--- src/rtl/lane_deskew_pkg.sv ---
// Shared types and constants for the lane deskew/merge receive path.
package lane_deskew_pkg;

    typedef enum logic [1:0] {
        StIdle,
        StSearch,
        StAligned,
        StError
    } state_e;

    localparam logic [7:0] SyncSymDefault = 8'hF0;

    function automatic int unsigned depth_w(input int unsigned depth);
        return $clog2(depth);
    endfunction

endpackage

--- src/rtl/lane_fifo.sv ---
// Single-clock per-lane FIFO with flush; a push on a full FIFO is dropped unless a pop
// happens in the same cycle.
module lane_fifo
    import lane_deskew_pkg::*;
#(
    parameter int unsigned DATA_W = 8,
    parameter int unsigned DEPTH  = 8
) (
    input  logic                     clk,
    input  logic                     rst_n,
    input  logic                     flush,
    input  logic                     push,
    input  logic                     pop,
    input  logic [DATA_W-1:0]        wdata,
    output logic [DATA_W-1:0]        rdata,
    output logic                     full,
    output logic                     empty,
    output logic [depth_w(DEPTH):0]  count
);

    localparam int unsigned DepthW = depth_w(DEPTH);

    logic [DATA_W-1:0] mem [DEPTH];
    logic [DepthW-1:0] wr_ptr_q, rd_ptr_q;
    logic [DepthW:0]   count_q;
    logic              do_push, do_pop;

    assign full    = (count_q == (DepthW + 1)'(DEPTH));
    assign empty   = (count_q == '0);
    assign count   = count_q;
    assign rdata   = mem[rd_ptr_q];
    assign do_pop  = pop && !empty;
    assign do_push = push && (!full || do_pop);

    always_ff @(posedge clk or negedge rst_n) begin
        if (!rst_n) begin
            wr_ptr_q <= '0;
            rd_ptr_q <= '0;
            count_q  <= '0;
        end else if (flush) begin
            wr_ptr_q <= '0;
            rd_ptr_q <= '0;
            count_q  <= '0;
        end else begin
            if (do_push) wr_ptr_q <= wr_ptr_q + 1'b1;
            if (do_pop)  rd_ptr_q <= rd_ptr_q + 1'b1;
            if (do_push && !do_pop) begin
                count_q <= count_q + 1'b1;
            end else if (!do_push && do_pop) begin
                count_q <= count_q - 1'b1;
            end
        end
    end

    always_ff @(posedge clk) begin
        if (do_push && !flush) mem[wr_ptr_q] <= wdata;
    end

endmodule

--- src/rtl/lane_deskew_merge.sv ---
// Receive-side lane deskew: align each enabled lane on a sync marker, buffer per lane,
// and release one merged word per cycle once every enabled lane has a byte ready.
module lane_deskew_merge
    import lane_deskew_pkg::*;
#(
    parameter int unsigned       NUM_LANES  = 2,
    parameter int unsigned       DATA_W     = 8,
    parameter int unsigned       FIFO_DEPTH = 8,
    parameter int unsigned       MAX_SKEW   = 6,
    parameter logic [DATA_W-1:0] SYNC_SYM   = DATA_W'(SyncSymDefault)
) (
    input  logic                          fsm_clk,
    input  logic                          rst,
    input  logic                          enable,
    input  logic [NUM_LANES-1:0]          lane_mask,
    input  logic [NUM_LANES*DATA_W-1:0]   lane_rx_data,
    input  logic [NUM_LANES-1:0]          lane_rx_valid,
    output logic [NUM_LANES*DATA_W-1:0]   data_out,
    output logic                          data_valid,
    output logic                          deskew_done,
    output logic                          skew_error
);

    localparam int unsigned DepthW = depth_w(FIFO_DEPTH);
    localparam int unsigned SkewW  = $clog2(MAX_SKEW + 2);

    state_e                        state_q, state_d;
    logic [NUM_LANES-1:0]          mask_q, mask_d, seen_q, seen_d;
    logic [SkewW-1:0]              cnt_q, cnt_d;
    logic [NUM_LANES-1:0]          marker, push, pop_lane, overflow, full, empty;
    logic                          pop_all;
    logic [NUM_LANES*DATA_W-1:0]   rd_data, merged;
    // Fill levels are kept on the FIFO interface for debug visibility only.
    logic [DepthW:0]               count_unused [NUM_LANES];

    for (genvar i = 0; i < NUM_LANES; i++) begin : g_lane
        lane_fifo #(
            .DATA_W (DATA_W),
            .DEPTH  (FIFO_DEPTH)
        ) u_fifo (
            .clk   (fsm_clk),
            .rst_n (rst),
            .flush (!enable),
            .push  (push[i]),
            .pop   (pop_lane[i]),
            .wdata (lane_rx_data[i*DATA_W +: DATA_W]),
            .rdata (rd_data[i*DATA_W +: DATA_W]),
            .full  (full[i]),
            .empty (empty[i]),
            .count (count_unused[i])
        );
    end

    always_comb begin
        state_d = state_q;
        mask_d  = mask_q;
        seen_d  = seen_q;
        cnt_d   = cnt_q;
        push    = '0;
        marker  = '0;
        merged  = '0;
        for (int i = 0; i < NUM_LANES; i++) begin
            marker[i] = mask_q[i] && lane_rx_valid[i] &&
                        (lane_rx_data[i*DATA_W +: DATA_W] == SYNC_SYM);
        end
        pop_all  = (state_q == StAligned) && ((mask_q & ~empty) == mask_q);
        pop_lane = pop_all ? mask_q : '0;

        unique case (state_q)
            StIdle: begin
                if (enable && (lane_mask != '0)) begin
                    mask_d  = lane_mask;
                    state_d = StSearch;
                end
            end
            StSearch: begin
                // Markers are consumed, never stored; only already-seen lanes buffer data.
                push   = seen_q & lane_rx_valid;
                seen_d = seen_q | marker;
                if (seen_d == mask_q) begin
                    state_d = StAligned;
                end else if (cnt_q == SkewW'(MAX_SKEW)) begin
                    state_d = StError;
                end else if (seen_d != '0) begin
                    cnt_d = cnt_q + 1'b1;
                end
            end
            StAligned: push = mask_q & lane_rx_valid;
            StError: ;
        endcase

        overflow = push & full & ~pop_lane;
        if (overflow != '0) state_d = StError;

        if (!enable) begin
            state_d = StIdle;
            seen_d  = '0;
            cnt_d   = '0;
        end

        for (int i = 0; i < NUM_LANES; i++) begin
            if (pop_lane[i]) merged[i*DATA_W +: DATA_W] = rd_data[i*DATA_W +: DATA_W];
        end
    end

    always_ff @(posedge fsm_clk or negedge rst) begin
        if (!rst) begin
            state_q     <= StIdle;
            mask_q      <= '0;
            seen_q      <= '0;
            cnt_q       <= '0;
            data_out    <= '0;
            data_valid  <= 1'b0;
            deskew_done <= 1'b0;
            skew_error  <= 1'b0;
        end else begin
            state_q     <= state_d;
            mask_q      <= mask_d;
            seen_q      <= seen_d;
            cnt_q       <= cnt_d;
            data_out    <= enable ? merged : '0;
            data_valid  <= enable && pop_all;
            deskew_done <= (state_d == StAligned);
            skew_error  <= (state_d == StError);
        end
    end

endmodule
--- config.mk ---
export PLATFORM = sky130hd
export DESIGN_NAME = lane_deskew_merge
export DESIGN_NICKNAME = d
export VERILOG_FILES = /design/src/rtl/lane_deskew_pkg.sv /design/src/rtl/lane_fifo.sv /design/src/rtl/lane_deskew_merge.sv
export SDC_FILE = /design/constraint.sdc
export NUM_CORES = 1
export LEC_CHECK = 0
export BUFFER_PORTS_ARGS = -buffer_cell sky130_fd_sc_hd__buf_4
export CAP_MARGIN = 0
export CORE_UTILIZATION = 60
export DETAILED_ROUTE_END_ITERATION = 10
export HOLD_SLACK_MARGIN = 0.05
export PLACE_DENSITY = 0.88
export SLEW_MARGIN = 40
export SYNTH_ARGS = -nofsm -noshare
export SYNTH_HDL_FRONTEND = slang
export SYNTH_SLANG_ARGS = --single-unit
--- constraint.sdc ---
create_clock -name fsm_clk -period 5.35 [get_ports fsm_clk]
set_input_delay 0.8025 -clock fsm_clk [delete_from_list [all_inputs] [get_ports fsm_clk]]
set_output_delay 0.8025 -clock fsm_clk [all_outputs]
set_load 0.02 [all_outputs]
* Word-level counts from Yosys, hierarchy flattened
Memory sizes are Yosys's and may differ from the RTL's. Index checks and enable logic that the tools add are counted. W data, S select, Z words.
Word-level totals: register bits after elaboration 48, memory bits (writable) 128, input port bits 23, word-level logic and storage cells 125, memories kept 2
Cells by class: $add $sub $neg 9, eq/ne operators 21, muxes and demuxes 36, bitwise operators 8, reductions and logical operators 35
Memory list:
- g_lane[0].u_fifo.mem | words 8, bits a word 8, rd ports 1, clocked after memory_dff 0, write ports 1, line lane_fifo.sv:23 | logic [DATA_W-1:0] mem [DEPTH];
- g_lane[1].u_fifo.mem | words 8, bits a word 8, rd ports 1, clocked after memory_dff 0, write ports 1, line lane_fifo.sv:23
Operators by type and width (count):
- $mux W3 | 13
- $mux W4 | 6
- $logic_and A1 B1 Y1 | 17
- $eq A8 B8 Y1 const B | 2
- $mux W16 | 1
- $mux W2 | 8
- $mux W8 | 2
- $add A3 B1 Y3 const B | 5
- $ne A2 B1 Y1 const B | 6
- $and A2 B2 Y2 | 5
- $add A4 B1 Y4 const B | 2
- $eq A4 B4 Y1 const B | 2
- $logic_not A1 Y1 | 8
- $logic_not A4 Y1 | 2
- $pmux W2 S2 | 2
- $sub A4 B1 Y4 const B | 2
- $eq A2 B2 Y1 const B | 3
- $ne A3 B1 Y1 const B | 2
- $reduce_bool A2 Y1 | 3
- $eq A2 B2 Y1 | 2
- $mux W1 | 4
- $ne A2 B2 Y1 const B | 2
- $not A2 Y2 | 2
- $reduce_and A4 Y1 | 1
- 6 further kinds | 7

* Logic depth before layout (Yosys ltp)
Gate-level depths: netlist of the first run.
word-level depth 14, mapped depth 13

* Cells and area by module
From an unflattened synthesis of the first run, not the netlist that was laid out.
Second synthesis, totals: cell total of the unflattened synthesis 485, area, all modules 7867.5 um2
Modules (own cells, without submodules):
- lane_fifo | instances 2, cells an instance 178, area each 3235.6 um2, seq. area each 2172.1 um2
- lane_deskew_merge | instances 1, cells an instance 129, area each 1396.3 um2, seq. area each 700.7 um2

* Least setup slack after synthesis of the first run
No wires, ideal clock.
kind register to register, from reg state_q[0], to mem g_lane[1].u_fifo.mem[0][0], enable pin, setup time 0.395 ns, arrival time 2.423 ns, data required time 4.955 ns, path slack 2.532 ns, cell stages (with the launch flop) 8, buffers on the path 0, period minus slack after synthesis 2.818 ns, path through dfrtp_1 -> inv_1 -> ha_1 -> nand2_1 -> a221oi_1 -> a21oi_2 -> or2_2 -> nor4_1
On the way: cells in the longest elaborated chain, start to end 9, elaborated cells between the ends (all ways) 11, classes of those cells eq/ne (2); mux (4); reduce/logical (5)
Ends and longest elaborated chain:
- from (decl) | line lane_deskew_merge.sv:27 | state_e state_q, state_d;
- from (signal assigned) | line lane_deskew_merge.sv:108 | state_q <= StIdle;
- from (signal assigned) | line lane_deskew_merge.sv:117 | state_q <= state_d;
- $eq A2 B2 Y1 | line lane_deskew_merge.sv:66, lane_deskew_merge.sv:69
- $logic_and A1 B1 Y1 | line lane_deskew_merge.sv:66 | pop_all = (state_q == StAligned) && ((mask_q & ~empty) == mask_q);
- $mux W2 | line lane_deskew_merge.sv:67 | pop_lane = pop_all ? mask_q : '0;
- $logic_and A1 B1 Y1 | line lane_fifo.sv:32 | assign do_pop = pop && !empty;
- $logic_or A1 B1 Y1 | line lane_fifo.sv:33 | assign do_push = push && (!full || do_pop);
- $logic_and A1 B1 Y1 * | line lane_fifo.sv:33
- $logic_and A1 B1 Y1 * | line lane_fifo.sv:56 | if (do_push && !flush) mem[wr_ptr_q] <= wdata;
- $mux W1 * | line lane_fifo.sv:56
- $mux W1 (not written as such) * | line lane_fifo.sv:56
- to (decl) | line lane_fifo.sv:23
Every way passes the cells marked *; elsewhere a longest branch is shown, timed or not.

* Worst setup path in the final report of the first run
from reg state_q[0], to reg g_lane[1].u_fifo.count_q[3]
On the way: cells in the longest elaborated chain, start to end 9, elaborated cells between the ends (all ways) 15, classes of those cells eq/ne (3); mux (4); reduce/logical (8)
Ends and longest elaborated chain:
- $eq A2 B2 Y1 | line lane_deskew_merge.sv:66, lane_deskew_merge.sv:69
- $logic_and A1 B1 Y1 | line lane_deskew_merge.sv:66
- $mux W2 | line lane_deskew_merge.sv:67
- $logic_and A1 B1 Y1 | line lane_fifo.sv:32
- $logic_or A1 B1 Y1 | line lane_fifo.sv:33
- $logic_and A1 B1 Y1 | line lane_fifo.sv:33
- $logic_not A1 Y1 or $logic_and A1 B1 Y1 (tied branches) | line lane_fifo.sv:49, lane_fifo.sv:47
- $logic_and A1 B1 Y1 or $mux W4 (tied branches) | line lane_fifo.sv:49, lane_fifo.sv:47
- $ne A3 B1 Y1 (no source line) or $mux W4 (tied branches)
- to (signal assigned) | line lane_fifo.sv:48 | count_q <= count_q + 1'b1;
- to (signal assigned) | line lane_fifo.sv:50 | count_q <= count_q - 1'b1;
- to (decl) | line lane_fifo.sv:25 | logic [DepthW:0] count_q;
Parallel ways exist; a longest one is shown, timed or not. A chain may end at the register's enable or synchronous reset.

==> reports/metrics.cfg, run 1 <==
[run_status]
outcome=finished clean

[power]
combPwrFrac_pct=4.3
peakVddDrop_v=0.000206
p_leak_nw=3.01
power-per-cell-area_nw_per_um2=335
seqPwrFrac_pct=52.6
clock_power_share_pct=43.1
p_sw_w=0.000618
switching_share_pct=21.9
p_int_w=0.00221

[critical_path]
crit_type=reg -> reg
rrSetupSlack_ps=2340
cp-endpoint=g_lane[1].u_fifo.count[3]
cp_num_cells=13
cp_max_fo=8
slowest_stage=dfrtp_1
crit_start=state_q[0]
cp_top_family=compound AO/OA/AOI/OAI gates
crit_path_start_kind=flip-flop
reg2regPathDepth=13
path_cells=inv_1 > ha_1 > nand2_1 > a221oi_1 > a21oi_2 > inv_1 > o21ai_0 > ha_1 > a21o_1 > a21oi_1 > nand3_1 > a21o_1 > a21oi_2
slowest_delay_ps=420
crit_buf_inv=2
critical_path_arrival_ps=3370
required_ps=5710
r2r_end=g_lane[1].u_fifo.count[3]
end_kind=flip-flop
r2r_start=state_q[0]

[floorplan]
start_util_pct=61.5
core_um2=12000
ios=42
fp-row-count=40
dieWidth_um=113
die-area_um2=12700
fp.dieH_um=113

[logic_synthesis]
synth_area_per_cell_um2=16.0
synth-main-ff-cell=edfxtp_1
synth_edf_count=128
synth_fp_nets=499
yosysTopAreaCell=edfxtp_1
netlist_area_um2=7360
yosysMostFrequentCell=edfxtp_1
synth.distinct_cells=57
yosys_warnings=0
ys_ff_latch=176
synth_top_area_share_pct=52.2
synth_seq_area_share_pct=68.6
synthCells=461
ys_top_cells_by_area=edfxtp_1, dfrtp_1, mux4_2
async_reset_ff_share_pct=27.3
synth_common_cells=edfxtp_1, nor2_1, dfrtp_1, mux4_2, nand2_1

[sta]
fin_setup_tns_ps=0
tightest_slew_ps=853
fmax_mhz=332
maxSlewViolCount=0
finalClockSkew_ps=8.92
rsz0062_at_grt=false
fin_crit_ps=3010
hold_viol=0
setup_viol_count_final=0
relSlewSlack_pct=42.7
finalCritPeriodShare_pct=56.3

[finish]
drive_gt1_share_pct=25.8
fillers=715
n_antenna_cell=0
synthToLayoutAreaGrowth_pct=14.6
fin_nets=548
final_core_util_pct=70.5

[clock_network]
cts_tree=done
clock_latency_ps=430
cts.repair.resized=0
numClockSinks=176
cts_max_path_buffers=2
cts_setup_buffers=0
cts_buffers=17
htreeDepth=4
root_buffer=clkbuf_16
cts_hold_buf=0
clk_pin_slew_ps=70

[flow_run]
drv_cap=0

[grt]
grt_max_degree=49
grt_pass1_wl_um=23000
first_global_vias=4380
grt_antenna_before_repair=0
overflow=0
grtUsageTotal_pct=24.9

[detailed_routing]
drt_iter0_drc=419
drt-vias-per-instance=6.27
first_pass_iters=5
wl_um=14600
drc_errors=0
vias=4198
wire_per_inst_um=21.8
ant_nets=0

[placement]
port_buffers=41
place_hpwl_um=9260
routabilityCongestion=0.820

[min_path]
min_path_type=in -> async

==> layer usage <==
| layer | vias to the layer above | GRT usage (%) | share of wire, % |
|---|---|---|---|
| li1 | 1839 | - | - |
| met1 | 2154 | 33.5 | 41 |
| met2 | 171 | 39.9 | 50 |
| met3 | 34 | 6.16 | 7.6 |
| met4 | 0 | 9.69 | 2.0 |
| met5 | - | 0 | 0 |
==> metrics by stage <==
step / setup slack [ps] / cells / power [W] / cell area, um^2 / hold WS [ps]
after floorplan: 2530 / 461 / 0.00158 / 7360 / 507
after global routing: 2110 / 670 / 0.00290 / 8440 / 463
after global placement: 2350 / 638 / 0.00163 / 7820 / 523
after detailed placement: 2020 / 638 / 0.00163 / 7840 / 551
after CTS: 2100 / 670 / 0.00283 / 8420 / 425
final: 2340 / 670 / 0.00283 / 8440 / 415
==> power by group through the flow <==
stage / logic, W / clock network (W) / registers (W)
after floorplan: 0.0000653 / 0 / 0.00151
after global placement: 0.000113 / 0 / 0.00151
after detailed placement: 0.000119 / 0 / 0.00151
after CTS: 0.000120 / 0.00123 / 0.00149
after global routing: 0.000133 / 0.00128 / 0.00149
final: 0.000121 / 0.00122 / 0.00149
==> how the worst min path moves through the flow <==
| stage | to | slack [ps] | cells after the start |
|---|---|---|---|
| after floorplan | cnt_q[0] | 510 | 0 |
| after global placement | cnt_q[1] | 520 | 2 |
| after detailed placement | cnt_q[1] | 550 | 2 |
| after CTS | g_lane[1].u_fifo.wr_ptr_q[2] | 420 | 1 |
| after global routing | g_lane[1].u_fifo.wr_ptr_q[2] | 460 | 1 |
| final | cnt_q[2] | 420 | 1 |
==> final cells by class <==
class	instances	area, um^2	share of cell area (%)
Sequential cell	176	5050	59.8
Multi-Input combinational cell	254	2220	26.3
Clock buffer	17	425	5.04
Timing Repair Buffer	45	338	4.00
Tap cell	147	184	2.18
Clock inverter	15	159	1.88
Inverter	16	60.1	0.712
==> registers in the layout (all words and copies together) (netlist names), 2 cells and up <==
signal,count
cnt_q,3
data_out,16
g_lane.u_fifo.count,8
g_lane.u_fifo.mem,128
g_lane.u_fifo.rd_ptr_q,6
g_lane.u_fifo.wr_ptr_q,6
mask_q,2
seen_q,2
state_q,2
==> kinds of logic (layout without fill, tap and decap cells) <==
logic type	count (synthesis)	in the layout	synth area share [%]
AOI/OAI and AO/OA	39	39	4.08
xor gates and xnor gates	14	14	1.77
adders and majority gates	15	15	2.75
buffers and inverters	31	93	1.65
DFF	176	176	68.6
muxes	51	51	12.4
and+or+nand+nor	135	135	8.81
==> cell usage in the layout, fill, tap and decap left out, types with 3 or more instances in the layout <==
cell type and instances:
xor2_1 4, nand4_1 3, ha_1 13, edfxtp_1 128, nor3_2 3, dfrtp_1 45
buf_4 45, xnor2_1 9, or2_2 3, inv_6 3, clkinv_4 5, mux2i_1 19
nand2b_1 5, nor3_1 4, a21oi_1 8, nor2b_1 3, nor2_2 4, nand2_1 29
clkbuf_16 17, o21ai_0 5, dfrtp_2 3, or3_4 3, nor2_1 53, inv_1 16
mux4_2 32, nand3_1 10
Note: power is estimated with default switching activity, not from simulation.
==> run 2, diff against run 1 <==
--- a/config.mk
+++ b/config.mk
@@ -7,10 +7,10 @@
 export LEC_CHECK = 0
 export BUFFER_PORTS_ARGS = -buffer_cell sky130_fd_sc_hd__buf_4
 export CAP_MARGIN = 0
-export CORE_UTILIZATION = 60
+export CORE_UTILIZATION = 55
 export DETAILED_ROUTE_END_ITERATION = 10
 export HOLD_SLACK_MARGIN = 0.05
-export PLACE_DENSITY = 0.88
+export PLACE_DENSITY = 0.85
 export SLEW_MARGIN = 40
 export SYNTH_ARGS = -nofsm -noshare
 export SYNTH_HDL_FRONTEND = slang
==> constraint.sdc (replaced) <==
create_clock -name fsm_clk -period 2.47 [get_ports fsm_clk]
set_input_delay 0.3705 -clock fsm_clk [delete_from_list [all_inputs] [get_ports fsm_clk]]
set_output_delay 0.3705 -clock fsm_clk [all_outputs]
set_load 0.02 [all_outputs]
==> reports/metrics.cfg, run 2 (synthesized netlist as in run 1, its figures left out) <==
[run_status]
failed_checks=negative setup slack
outcome=complete, but fails checks

[clock_network]
cts_buffers=17  ; unchanged
cts_max_path_buffers=2  ; unchanged
htreeDepth=4  ; unchanged
clock_latency_ps=430  ; about the same
cts_tree=done
root_buffer=clkbuf_16
numClockSinks=176  ; unchanged
clk_pin_slew_ps=70  ; about the same

[floorplan]
dieWidth_um=118  ; +4.4%
fp-row-count=41  ; +2.5%
core_um2=12800  ; +7.2%
die-area_um2=13800  ; +8.9%
ios=42  ; unchanged
fp.dieH_um=118  ; +4.4%
start_util_pct=57.4  ; -4.1 points

[power]
p_leak_nw=3.26  ; +8.4%
peakVddDrop_v=0.000519  ; +150%
p_total_w=0.00631  ; +120%
power-per-cell-area_nw_per_um2=708  ; +110%

[finish]
final_core_util_pct=69.6  ; -0.96 points
fin_nets=589  ; +7.5%
layout_common_cells=edfxtp_1, buf_4, nor2_1
drive_gt1_share_pct=33.2  ; +7.3 points
largest_reg_flops=128  ; unchanged
final_cells=736  ; +9.9%
regMostFlops=g_lane.u_fifo.mem
n_antenna_cell=0  ; unchanged
stdcell_area_um2=8920  ; +5.8%
synthToLayoutAreaGrowth_pct=21.2
fillers=798  ; +12%
layout_commonest_cell=edfxtp_1

[sta]
setup_viol_count_final=1  ; +1
maxSlewViolCount=0  ; unchanged
hold_viol=0  ; unchanged
finalCritPeriodShare_pct=102  ; +46 points
fmax_mhz=396  ; +19%
finalClockSkew_ps=8.41  ; -0.516 ps
relSlewSlack_pct=45.3  ; +2.6 points
rsz0062_at_grt=true
tightest_slew_ps=821  ; -32.3 ps
fin_crit_ps=2530  ; -486 ps
setup_ws_ps=-55.9  ; -2390 ps

[critical_path]
crit_type=reg -> reg
cp_max_fo=3  ; -5
required_ps=2760  ; -2950 ps
critical_path_arrival_ps=2820  ; -550 ps
crit_path_start_kind=flip-flop
end_kind=flip-flop

[detailed_routing]
wl_um=16100  ; +10%
ant_nets=0  ; unchanged
vias=4372  ; +4.1%
drt_iter0_drc=456  ; +8.8%
drc_errors=0  ; unchanged
drt-vias-per-instance=5.94  ; -5.2%
wire_per_inst_um=21.8  ; +0.39%
first_pass_iters=5  ; unchanged

[placement]
port_buffers=41  ; unchanged
routabilityCongestion=0.963  ; +17%
post_dp_cell_area_um2=8130  ; +3.8%
post-place-ws_ps=-137  ; -2160 ps
place_hpwl_um=9540  ; +3.0%
placed_cells=695  ; +8.9%

[grt]
overflow=0  ; unchanged
grt_antenna_before_repair=0  ; unchanged
grtUsageTotal_pct=24.8  ; -0.074 points
grt_max_degree=49  ; unchanged
grt_pass1_wl_um=25200  ; +9.7%
first_global_vias=4645  ; +6.1%

[min_path]
min_path_type=in -> reg

[flow_run]
drv_cap=0  ; unchanged

[run 2: cell types whose count changed in the layout (fill, tap and decap cells not counted), sizes merged]
| cell | before | now |
|---|---|---|
| clkbuf | 17 | 18 |
| inv | 19 | 18 |
| buf | 45 | 85 |
| dlygate4sd3 | 0 | 1 |
| bufinv | 2 | 3 |
| clkinv | 8 | 7 |
[run 2: critical path, stage by stage, from the launching register on]
cell      delay, ps
dfrtp_1         430
ha_4            190
buf_4           150
mux2i_4         180
nor2_2          140
o211ai_1        170
ha_1            320
a21o_2          150
a21oi_4          60
or3_4           350
o31ai_4         180
a311oi_2         70
[run 2: layout make-up]
cell class / count / area [um^2] / share of cell area (%)
well taps: 172 / 215 / 2.41
inverters: 16 / 60.1 / 0.673
repair buffers: 86 / 664 / 7.45
clock buffers: 18 / 439 / 4.92
flip-flops and latches: 176 / 5040 / 56.5
clock inverters: 14 / 163 / 1.82
multi-input cells: 254 / 2330 / 26.2
[run 2: per-layer routing]
layer | routed length [um] | share of wire [%] | vias up | global-route usage, %
met2 | 8170 | 51 | 189 | 39.8
met1 | 6360 | 40 | 2227 | 32.9
met3 | 1120 | 7.0 | 36 | 5.38
li1 | - | - | 1920 | -
met5 | 0 | 0 | - | 0
met4 | 423 | 2.6 | 0 | 11.0
[run 2: path summary, 6_finish.rpt]
kind | cells after the start | start | to | slack, ps
max | 11 | state_q[1] | g_lane[0].u_fifo.count[3] | -60
min | 1 | lane_rx_data[14] | g_lane[1].u_fifo.mem[0][6] | 180
max reg2reg | 11 | state_q[1] | g_lane[0].u_fifo.count[3] | -60
min reg2reg | 2 | cnt_q[1] | cnt_q[1] | 550
max in group asynchronous | 2 | rst | g_lane[1].u_fifo.wr_ptr_q[0] | 1490
min in group asynchronous | 2 | rst | data_out[15] | 520
[run 2: repair_timing]
action	4_1_cts	5_1_grt
hold endpoints to repair	48	0
setup buffers	4	4
gates resized for setup	6	17
setup endpoints to repair	2	66
pin swaps	8	12
hold buffers	1	0
[run 2: stage by stage]
| stage | TNS (ps) | hold WS [ps] |
|---|---|---|
| finish | -55.9 | 185 |
| global route | -331 | 178 |
| CTS | -18.3 | 170 |
| detailed placement | -164 | 444 |
| global placement | 0 | 436 |
| floorplan | -133 | 74.9 |
[run 2: power breakdown]
group | leakage (nW) | internal, W | switching, W
Sequential | 1.81 | 0.00319 | 0.0000249
Clock | 0.292 | 0.00161 | 0.00113
Combinational | 1.15 | 0.000153 | 0.000205
==> run 3, diff against run 2 <==
--- a/config.mk
+++ b/config.mk
@@ -7,10 +7,11 @@
 export LEC_CHECK = 0
 export BUFFER_PORTS_ARGS = -buffer_cell sky130_fd_sc_hd__buf_4
 export CAP_MARGIN = 0
+export CORE_MARGIN = 3
 export CORE_UTILIZATION = 55
 export DETAILED_ROUTE_END_ITERATION = 10
 export HOLD_SLACK_MARGIN = 0.05
-export PLACE_DENSITY = 0.85
+export PLACE_DENSITY = 0.76
 export SLEW_MARGIN = 40
 export SYNTH_ARGS = -nofsm -noshare
 export SYNTH_HDL_FRONTEND = slang
==> reports/metrics.cfg, run 3 (synthesized netlist as in run 1, its figures left out) <==
[clock_network]
cts_tree=done
clock_latency_ps=410  ; -20 ps
cts_max_path_buffers=2  ; unchanged
htreeDepth=4  ; unchanged
root_buffer=clkbuf_16
clk_pin_slew_ps=60  ; about the same
numClockSinks=176  ; unchanged
cts_buffers=17  ; unchanged

[power]
p_total_w=0.00659  ; +4.4%
p_sw_w=0.00126  ; -7.0%
combPwrFrac_pct=4.8  ; -0.9 points
p_int_w=0.00533  ; +7.6%
seqPwrFrac_pct=48.8  ; -2.1 points
clock_power_share_pct=46.4  ; +3.0 points
p_leak_nw=3.28  ; +0.73%
switching_share_pct=19.1  ; -2.4 points
power-per-cell-area_nw_per_um2=737  ; +4.1%
peakVddDrop_v=0.000509  ; -1.9%

[detailed_routing]
drc_errors=0  ; unchanged
first_pass_iters=5  ; unchanged
wire_per_inst_um=20.4  ; -6.8%
wl_um=15000  ; -6.8%
vias=4228  ; -3.3%
ant_nets=0  ; unchanged
drt-vias-per-instance=5.74  ; -3.3%
drt_iter0_drc=366  ; -20%

[sta]
fin_crit_ps=2500  ; -25.3 ps
fmax_mhz=400  ; +1.0%
finalClockSkew_ps=6.22  ; -2.19 ps
fin_setup_tns_ps=-30.7  ; +25.3 ps
relSlewSlack_pct=55.2  ; +9.9 points
maxSlewViolCount=0  ; unchanged
rsz0062_at_grt=true
finalCritPeriodShare_pct=101  ; -1.0 points
hold_viol=0  ; unchanged
tightest_slew_ps=673  ; -148 ps
setup_viol_count_final=1  ; unchanged
setup_ws_ps=-30.7  ; +25.3 ps
holdWs_ps=199  ; +14.4 ps

[critical_path]
end_kind=flip-flop
critical_path_arrival_ps=2770  ; -50 ps
crit_type=reg -> reg
crit_path_start_kind=flip-flop
required_ps=2740  ; -20 ps
cp_max_fo=4  ; +1

[floorplan]
fp.dieH_um=122  ; +3.4%
ios=42  ; unchanged
die-area_um2=14800  ; +6.9%
fp-row-count=41  ; unchanged
core_um2=12800  ; unchanged
dieWidth_um=122  ; +3.4%
start_util_pct=57.4  ; unchanged

[grt]
grt_max_degree=49  ; unchanged
grt_antenna_before_repair=0  ; unchanged
grtUsageTotal_pct=21.5  ; -3.3 points
overflow=0  ; unchanged
grt_pass1_wl_um=23400  ; -7.0%
first_global_vias=4312  ; -7.2%

[placement]
routabilityCongestion=0.870  ; -9.7%
post-place-ws_ps=-86.0  ; +51.1 ps
placed_cells=697  ; +0.29%
place_hpwl_um=9650  ; +1.2%
port_buffers=41  ; unchanged

[run_status]
outcome=complete, but fails checks
failed_checks=negative setup slack

[finish]
layout_commonest_cell=edfxtp_1
fillers=815  ; +2.1%
largest_reg_flops=128  ; unchanged
seq_area_um2=5050  ; about the same
final_cells=736  ; unchanged
drive_gt1_share_pct=32.6  ; -0.53 points
fin_nets=589  ; unchanged
synthToLayoutAreaGrowth_pct=21.6
layout_common_cells=edfxtp_1, buf_4, nor2_1
multi_input_area_um2=2290  ; -2.0%
n_antenna_cell=0  ; unchanged
regMostFlops=g_lane.u_fifo.mem

[flow_run]
drv_cap=0  ; unchanged

[min_path]
min_path_type=in -> reg

-- run 3: cell count changes in the layout (fill, tap and decap cells not counted), sizes merged --
cell      before  now
bufinv         3    6
clkbuf        18   22
clkinv         7    3
clkinvlp       2    0
inv           18   17
-- run 3: path summary, 6_finish.rpt --
check	slack [ps]	end	from	depth (start not counted)
max	-30	g_lane[0].u_fifo.count[3]	state_q[1]	11
min	200	g_lane[0].u_fifo.mem[0][5]	lane_rx_data[5]	1
max reg2reg	-30	g_lane[0].u_fifo.count[3]	state_q[1]	11
min reg2reg	540	cnt_q[1]	cnt_q[1]	2
max in group asynchronous	1440	g_lane[1].u_fifo.rd_ptr_q[1]	rst	2
min in group asynchronous	530	data_out[5]	rst	2
-- run 3: layout make-up --
| cell class | instances | share of cell area [%] |
|---|---|---|
| Clock inverter | 10 | 2.28 |
| Inverter | 16 | 0.671 |
| Tap cell | 172 | 2.40 |
| Multi-Input combinational cell | 254 | 25.6 |
| Timing Repair Buffer | 86 | 7.28 |
| Sequential cell | 176 | 56.4 |
| Clock buffer | 22 | 5.41 |
-- run 3: routing by layer --
metal  wire length (um)  track usage [%]  vias to the layer above
li1                   -                -                     1923
met1               6290             29.1                     2146
met2               7680             34.9                      132
met3                729             4.74                       27
met4                283             7.84                        0
met5                  0                0                        -
-- run 3: metrics by stage --
step                area, um^2  util, %
finish                    8950     69.8
global placement          8150     63.5
global route              8950     69.8
floorplan                 7400        -
detailed placement        8150     63.5
CTS                       8880     69.2
-- run 3: worst max-delay path, cell delays in order, from the launching register on --
cell      delay, ps
dfrtp_2         440
ha_4            180
buf_6           120
mux2i_1         130
nor2_1          160
o211ai_1        200
ha_1            330
a21o_2          120
a21oi_2          60
or3_4           390
o31ai_4         190
a311oi_2         50
-- run 3: repair_timing --
action,4_1_cts,5_1_grt
hold buffers,1,0
gates resized for setup,5,10
pin swaps,2,11
endpoints found under the hold margin,48,0
setup endpoints to repair,4,59
setup buffers,2,4
-- run 3: power by group through the flow --
stage	clock, W	sequential (W)	combinational [W]
4_1_cts	0.00310	0.00321	0.000301
6_report	0.00306	0.00322	0.000318
5_1_grt	0.00321	0.00322	0.000347
3_3_place_gp	0	0.00327	0.000277
3_5_place_dp	0	0.00327	0.000290
2_1_floorplan	0	0.00327	0.000145
